**src/rtl/thee_freq_counter.sv**
```systemverilog
// ---------------------------------------------------------------------------
// thee_freq_counter
//
// Frequency meter. Counts rising edges of an asynchronous input over a fixed
// gate window of GATE_CYCLES clk cycles and reports the count, so that
//   f_sig = cnt_out * f_clk / GATE_CYCLES
// Meaningful only while f_sig <= f_clk/2.
//
// Parameters
//   GATE_CYCLES  gate window length in clk cycles (>= 1)
//   CNT_W        width of the edge counter and of cnt_out
//   SYNC_STAGES  synchronizer depth on sig_in (>= 2)
//
// Ports
//   clk         single clock, rising edge
//   rst         asynchronous, active-high reset
//   start       one-cycle measurement request, honoured only while idle
//   continuous  level; 1 re-arms a new window straight after each result
//   sig_in      asynchronous signal being measured
//   busy        1 while a measurement is armed, gating or finishing
//   cnt_valid   one-cycle pulse when cnt_out/overflow are updated
//   cnt_out     rising-edge count of the last completed window
//   overflow    last window saturated the counter (held alongside cnt_out)
//
// Build option
//   FREQ_COUNTER_GLITCH_FILT_EN
//     defined   : a filter register between the synchronizer and the edge
//                 detector rejects pulses shorter than two clk cycles; the
//                 edge latency grows by one cycle.
//     undefined : the edge detector looks at the synchronizer output directly.
//
// Timing from the cycle in which start is sampled:
//   ARM (1 cycle) -> GATE (GATE_CYCLES cycles) -> DONE (1 cycle, cnt_valid=1)
// so cnt_valid appears GATE_CYCLES+2 cycles later, and continuous windows
// repeat with the same period. Rises during ARM or DONE are not counted.
// ---------------------------------------------------------------------------
module thee_freq_counter #(
  parameter int GATE_CYCLES = 1000,
  parameter int CNT_W       = 16,
  parameter int SYNC_STAGES = 2
) (
  input  logic             clk,
  input  logic             rst,
  input  logic             start,
  input  logic             continuous,
  input  logic             sig_in,
  output logic             busy,
  output logic             cnt_valid,
  output logic [CNT_W-1:0] cnt_out,
  output logic             overflow
);

  // Gate counter is wide enough to hold GATE_CYCLES itself.
  localparam int                GATE_W    = $clog2(GATE_CYCLES + 1);
  localparam logic [GATE_W-1:0] GATE_LAST = GATE_W'(GATE_CYCLES - 1);
  localparam logic [CNT_W-1:0]  CNT_MAX   = {CNT_W{1'b1}};

  typedef enum logic [1:0] {
    IDLE = 2'd0,
    ARM  = 2'd1,
    GATE = 2'd2,
    DONE = 2'd3
  } state_t;

  state_t             state;
  logic [SYNC_STAGES-1:0] sync;
  logic               s;
  logic               det_in;
  logic               s_d;
  logic               rise;
  logic [GATE_W-1:0]  gate_ctr;
  logic [CNT_W-1:0]   edge_ctr;
  logic [CNT_W-1:0]   edge_nxt;
  logic               ovf_flag;
  logic               ovf_nxt;

  // Synchronizer: sync[0] is the newest sample, s the oldest (fully settled).
  always_ff @(posedge clk or posedge rst) begin
    if (rst) begin
      sync <= '0;
    end else begin
      sync <= {sync[SYNC_STAGES-2:0], sig_in};
    end
  end

  assign s = sync[SYNC_STAGES-1];

`ifdef FREQ_COUNTER_GLITCH_FILT_EN
  // Glitch filter: follow s only when it agrees with the sample behind it,
  // so a level must persist for two clk cycles before it is passed on.
  logic filt;

  always_ff @(posedge clk or posedge rst) begin
    if (rst) begin
      filt <= 1'b0;
    end else if (s == sync[SYNC_STAGES-2]) begin
      filt <= s;
    end
  end

  assign det_in = filt;
`else
  assign det_in = s;
`endif

  // Edge detector delay register; a rise is a 0->1 step of the detector input.
  always_ff @(posedge clk or posedge rst) begin
    if (rst) begin
      s_d <= 1'b0;
    end else begin
      s_d <= det_in;
    end
  end

  assign rise = det_in & ~s_d;

  // Saturating next-count: once the counter is pinned at its maximum, further
  // rises only raise the overflow flag.
  always_comb begin
    edge_nxt = edge_ctr;
    ovf_nxt  = ovf_flag;
    if (rise) begin
      if (edge_ctr == CNT_MAX) begin
        ovf_nxt = 1'b1;
      end else begin
        edge_nxt = edge_ctr + CNT_W'(1);
      end
    end
  end

  // Measurement FSM with registered outputs. The result is captured on the
  // last GATE cycle using the next-count values, so a rise in that final
  // cycle still makes it into cnt_out, and cnt_valid lines up with DONE.
  always_ff @(posedge clk or posedge rst) begin
    if (rst) begin
      state     <= IDLE;
      gate_ctr  <= '0;
      edge_ctr  <= '0;
      ovf_flag  <= 1'b0;
      cnt_out   <= '0;
      overflow  <= 1'b0;
      busy      <= 1'b0;
      cnt_valid <= 1'b0;
    end else begin
      cnt_valid <= 1'b0;
      case (state)
        IDLE: begin
          if (start) begin
            state <= ARM;
            busy  <= 1'b1;
          end
        end

        ARM: begin
          gate_ctr <= '0;
          edge_ctr <= '0;
          ovf_flag <= 1'b0;
          state    <= GATE;
        end

        GATE: begin
          edge_ctr <= edge_nxt;
          ovf_flag <= ovf_nxt;
          if (gate_ctr == GATE_LAST) begin
            state     <= DONE;
            cnt_out   <= edge_nxt;
            overflow  <= ovf_nxt;
            cnt_valid <= 1'b1;
          end else begin
            gate_ctr <= gate_ctr + GATE_W'(1);
          end
        end

        DONE: begin
          if (continuous) begin
            state <= ARM;
          end else begin
            state <= IDLE;
            busy  <= 1'b0;
          end
        end

        default: begin
          state <= IDLE;
          busy  <= 1'b0;
        end
      endcase
    end
  end

endmodule
```
**config.mk**
```make
export PLATFORM = sky130hd
export DESIGN_NAME = thee_freq_counter
export DESIGN_NICKNAME = d
export VERILOG_FILES = /design/src/rtl/thee_freq_counter.sv
export SDC_FILE = /design/constraint.sdc
export NUM_CORES = 1
export LEC_CHECK = 0
export CAP_MARGIN = 30
export CORE_MARGIN = 2
export CORE_UTILIZATION = 52
export DETAILED_ROUTE_END_ITERATION = 7
export PLACE_DENSITY_LB_ADDON = 0.15
export SYNTH_ARGS = -nofsm -noshare
export SYNTH_HDL_FRONTEND = slang
export SYNTH_SLANG_ARGS = --single-unit
```
**constraint.sdc**
```tcl
create_clock -name clk -period 1.9 [get_ports clk]
set_clock_uncertainty 0.1 [all_clocks]
set_input_delay 0.475 -clock clk [delete_from_list [all_inputs] [get_ports clk]]
set_output_delay 0.475 -clock clk [all_outputs]
set_load 0.02 [all_outputs]
```
# After elaboration in Yosys (flattened, before gate mapping)
# Index checks and enable logic that the tools add are counted.
# Widths: inputs -> output; s select.
# classes
n_mux,17
n_eq_ne,9
reduce_logical,7
addsub,2
bitwise,2
# ops
cell,n
$mux 16,2
$pmux 16 s2,1
$pmux 10 s2,1
$add 16x1->16 const B,1
$eq 16x16->1 const B,1
$add 10x1->10 const B,1
$eq 10x10->1 const B,1
$mux 10,1
$ne 2x2->1 const B,4
$pmux 2 s4,1
$mux 1,7
$reduce_and 2->1,3
$eq 2x2->1 const B,2
$mux 2,2
$pmux 1 s2,2
$reduce_bool 2->1,2
$reduce_and 3->1,1
$eq 2x1->1 const B,1
$logic_not 2->1,1
$and 1x1->1,1
$not 1->1,1
# totals
input_bits,5
out_inout_bits,19
elab_cells,47
register_bits,51

# Longest topological paths before layout
# logic_depth
depth_word,4
mapped_depth,8
mapped_depth_nobuf,7

# Worst setup path after synthesis
# No wires, ideal clock.
# synth_path
path_type,reg2reg
start,reg edge_ctr[0]
end,reg edge_ctr[1]
period_less_slack_ns,1.956
path_stages_with_launch,7
setup_ns,0.137
n_path_buf,0
required_time_ns,1.663
arrival_ns,1.718
path_slack_ns,-0.056
cell_sequence,dfrtp_1 -> ha_1 -> nand4_4 -> or4_4 -> and2_4 -> nand2_1 -> o221ai_1
# synth_via
elab_chain_len,4
word_cells_on_any_way,5
cone_classes,add/sub: 1; eq/ne: 1; mux: 3
# synth_rtl
element,line_no,source
from (decl),72,logic [CNT_W-1:0] edge_ctr;
from (signal assigned),162,edge_ctr <= edge_nxt;
$add 16x1->16 or $eq 16x16->1 (tied branches),"126, 123",
$mux 16 (*),123,if (edge_ctr == CNT_MAX) begin
$mux 16 (*),122,if (rise) begin
$pmux 16 s2 (*),146,case (state)
# Every way passes the cells marked *; elsewhere a longest branch is shown, timed or not.
# A chain may end at the register's enable or synchronous reset.

# Worst setup path in the final report
# layout_path
start,reg cnt_out[7]
end,out cnt_out[7]
# layout_lines
element,line_no,source
from (decl),49,"output logic [CNT_W-1:0] cnt_out,"
from (signal assigned),166,cnt_out <= edge_nxt;
# No word-level cell between the ends.

==> impl_results.md <==
- Worst-Skew Late Latency: 0.30 ns
- Design Area, Final: 3463 sq um
- Max Slew Vio Count: 0
- Logic pwr share: 11.9%
- CTS tree: built
- Setup_tns: 0 ns
- Final net count: 353
- CORE AREA: 5075 sq um
- Slew @ Worst Pin: 0.3579 ns
- Async SR Flop Fraction: 100.0%
- DRC Markers: 0
- Share of layout cells above drive strength 1: 22.74%
- Input/output buffers: 23
- Root Driver: clkbuf_8
- Hpwl dp: 4.187 mm
- Slowest cell on crit path: clkdlybuf4s50_1
- Post-Syn Area: 2728 sq um
- Number of global-route vias before repair: 2263
- Largest family of logic cells by synthesized area: simple AND/OR/NAND/NOR gates
- Outcome: finished, final reports clean
- DP Area: 3191 sq um
- Die ar.: 5841 sq um
- Drt total wl: 5.958 mm
- P_leak: 1.712 nW
- Power per cell area: 589.6 nW/um^2
- RePlAce Congestion: 0.8576
- Cell with the most instances after synthesis: dfrtp_1
- Slew margin rel.: 76.06%
- Adder-cell share of the synthesized area: 2.752%
- Tcrit/Tclk final: 97.42%
- CP max FO: 2
- Synthesized area per cell: 9.604 sq um
- Grt ovf: 0
- RSZ-0062 raised after global routing: true
- Tot GR Track Use: 21.62%
- Synth cell types: 52
- CTS Buffer Depth: 2
- I/O Pins: 24
- First-pass GRT wire length: 10.15 mm
- Critical path startpoint category: flop
- Clock tree sinks: 51
- Compound-Gate Fraction of Synth Area: 16.42%
- Min Clock Period, post-route: 1.851 ns
- Total chip power: 2.042 mW
- WP buf/inv: 1
- Initial Util: 53.75%
- Max Freq: 540.3 MHz
- Register area share after synthesis: 46.79%
- Hold Slack: 0.2546 ns
- Synth Area in XOR/XNOR: 3.211%
- Most frequent cells after synthesis: dfrtp_1 (51), nand2_1 (39), o21ai_0 (24)
- Synth warn: 0
- Die W: 76.43 um
- 1st-pass router iterations: 4
- Cell taking the most area after synthesis: dfrtp_1
- Post-synth top area share: 46.79%
- Multiplexer share of the synthesized area: 0.7798%
- TritonCTS buffer count: 5
- P_int: 1.513 mW
- Switching Power: 529.3 uW
- Detail Route Antenna Nets: 0
- # hold bufs at CTS: 0
- Layout area overhead: 26.97%
- Row count: 26
- Cells after synthesis: 284
- Initial antenna violation count: 0
- Reg-to-reg slack, setup: 0.07 ns
- Largest net degree at the start of global routing: 52
- CP top delay family: buffers and inverters
- Final hold violations: 0
- Clk pwr share: 29.9%
- MaxCap Viol Count: 0
- Top post-synthesis cells by area: dfrtp_1 (47%), nand2_1 (5.4%), o21ai_0 (4.4%), a21oi_1 (2.9%), ha_1 (2.8%)
- Via/cell ratio: 5.625
- Top FF cell, synth: dfrtp_1
- Max IR drop VDD: 0.3391 mV
- CP Class: reg -> out
- Net Count, Synth: 295
- Switching share of power: 25.92%
- #FFs+latches synth: 51
- Crit. End Element: output pin
- Drt wl/cell: 14.43 um
- CP required: 1.32 ns
- Die Y-Extent: 76.43 um
- Initial DRC count: 148
- Worst path cell trace: clkdlybuf4s50_1
- CP arrival: 1.28 ns
- Core Util, Final: 68.24%
- Post-Synth Simple-Gate Area: 25.23%
- Class of the worst hold path: reg -> reg
- Final setup vio count: 0
- Sequential Power Share: 58.1%
- Largest stage delay on the critical path: 0.61 ns
- Post-synth EDFFs: 0
- Ant. Diodes: 0
- Clock slew seen by the registers of the worst setup and hold paths: 0.09 ns
- H-tree levels: 2
- Total number of vias: 2323
==> routing by layer <==
metal	up-vias	GRT usage (%)	part of all wire [%]
met5	-	0	0
met4	0	9.455	2.5
met3	13	4.739	4.0
met2	54	34.87	49
met1	1114	28.11	45
li1	1142	-	-
==> cells in the final DEF, fill, tap and decap left out, types with 3 or more instances in the layout <==
cell type,Yosys,layout
o21ai_0,24,23
dfrtp_2,0,6
nand2_1,39,36
nand3_1,13,11
or4_4,3,3
o31ai_1,4,4
a21oi_1,16,16
and3_1,6,6
clkbuf_8,1,5
xor2_1,8,8
dfrtp_1,51,45
nand2b_1,8,8
buf_4,0,37
o21ai_1,4,5
ha_1,6,3
inv_1,9,8
o311ai_0,5,4
dlymetal6s2s_1,0,9
clkdlybuf4s50_1,0,14
o211ai_1,3,3
nor3_1,6,6
and2_1,3,3
nand4_1,12,12
nor2_1,18,18
==> what timing repair did <==
item,in CTS,in global routing
buffers inserted,0,10
endpoints found under the setup margin,2,40
resized for setup,1,33
pin swaps,1,11
==> registers in the layout, summed over array words and instances, names as in the netlist <==
| signal | count |
|---|---|
| edge_ctr | 16 |
| gate_ctr | 10 |
| sync | 2 |
| state | 2 |
| busy | 1 |
| overflow | 1 |
| cnt_out | 16 |
| ovf_flag | 1 |
| cnt_valid | 1 |
| s_d | 1 |
==> cell type report <==
type | instances | area [sq um]
clock buffers | 7 | 76.32
clock inverters | 1 | 5.005
fillers | 417 | 1612
inverters | 9 | 33.78
multi-input cells | 213 | 1415
flip-flops and latches | 51 | 1284
well taps | 70 | 87.58
repair buffers | 62 | 561.8
==> power groups by stage <==
stage / clock network, mW / logic (mW) / registers (mW)
3_3_place_gp: 0 / 0.227 / 1.20
3_5_place_dp: 0 / 0.235 / 1.20
4_1_cts: 0.636 / 0.235 / 1.18
6_report: 0.612 / 0.244 / 1.19
2_1_floorplan: 0 / 0.120 / 1.21
5_1_grt: 0.684 / 0.274 / 1.19
==> metrics by stage <==
step           setup WS [ns]  instances
2_1_floorplan      -0.009353        284
3_3_place_gp         0.02358        395
3_5_place_dp       -0.002352        395
4_1_cts             0.006426        403
5_1_grt             -0.03197        413
6_report             0.04904        413
==> path summary, 6_finish.rpt <==
| check | from | endpoint | cells past startpoint |
|---|---|---|---|
| worst max-delay path | cnt_out[7]$_DFFE_PP0P_ | cnt_out[7] | 1 |
| worst min-delay path | sync[0]$_DFF_PP0_ | sync[1]$_DFF_PP0_ | 0 |
| worst max register to register | gate_ctr[1]$_DFFE_PP0P_ | state[1]$_DFFE_PP0P_ | 6 |
| max in group asynchronous | rst | edge_ctr[15]$_DFFE_PP0P_ | 3 |
| min in group asynchronous | rst | cnt_out[3]$_DFFE_PP0P_ | 3 |
| worst min register to register | sync[0]$_DFF_PP0_ | sync[1]$_DFF_PP0_ | 0 |
==> cells by family after synthesis <==
group           count (synthesis)
xor+xnor                       10
mux                             2
buf+inv                        20
fa+ha+maj                       6
simple gates                  126
flops                          51
compound gates                 69
Note: power is estimated with default switching activity, not from simulation.
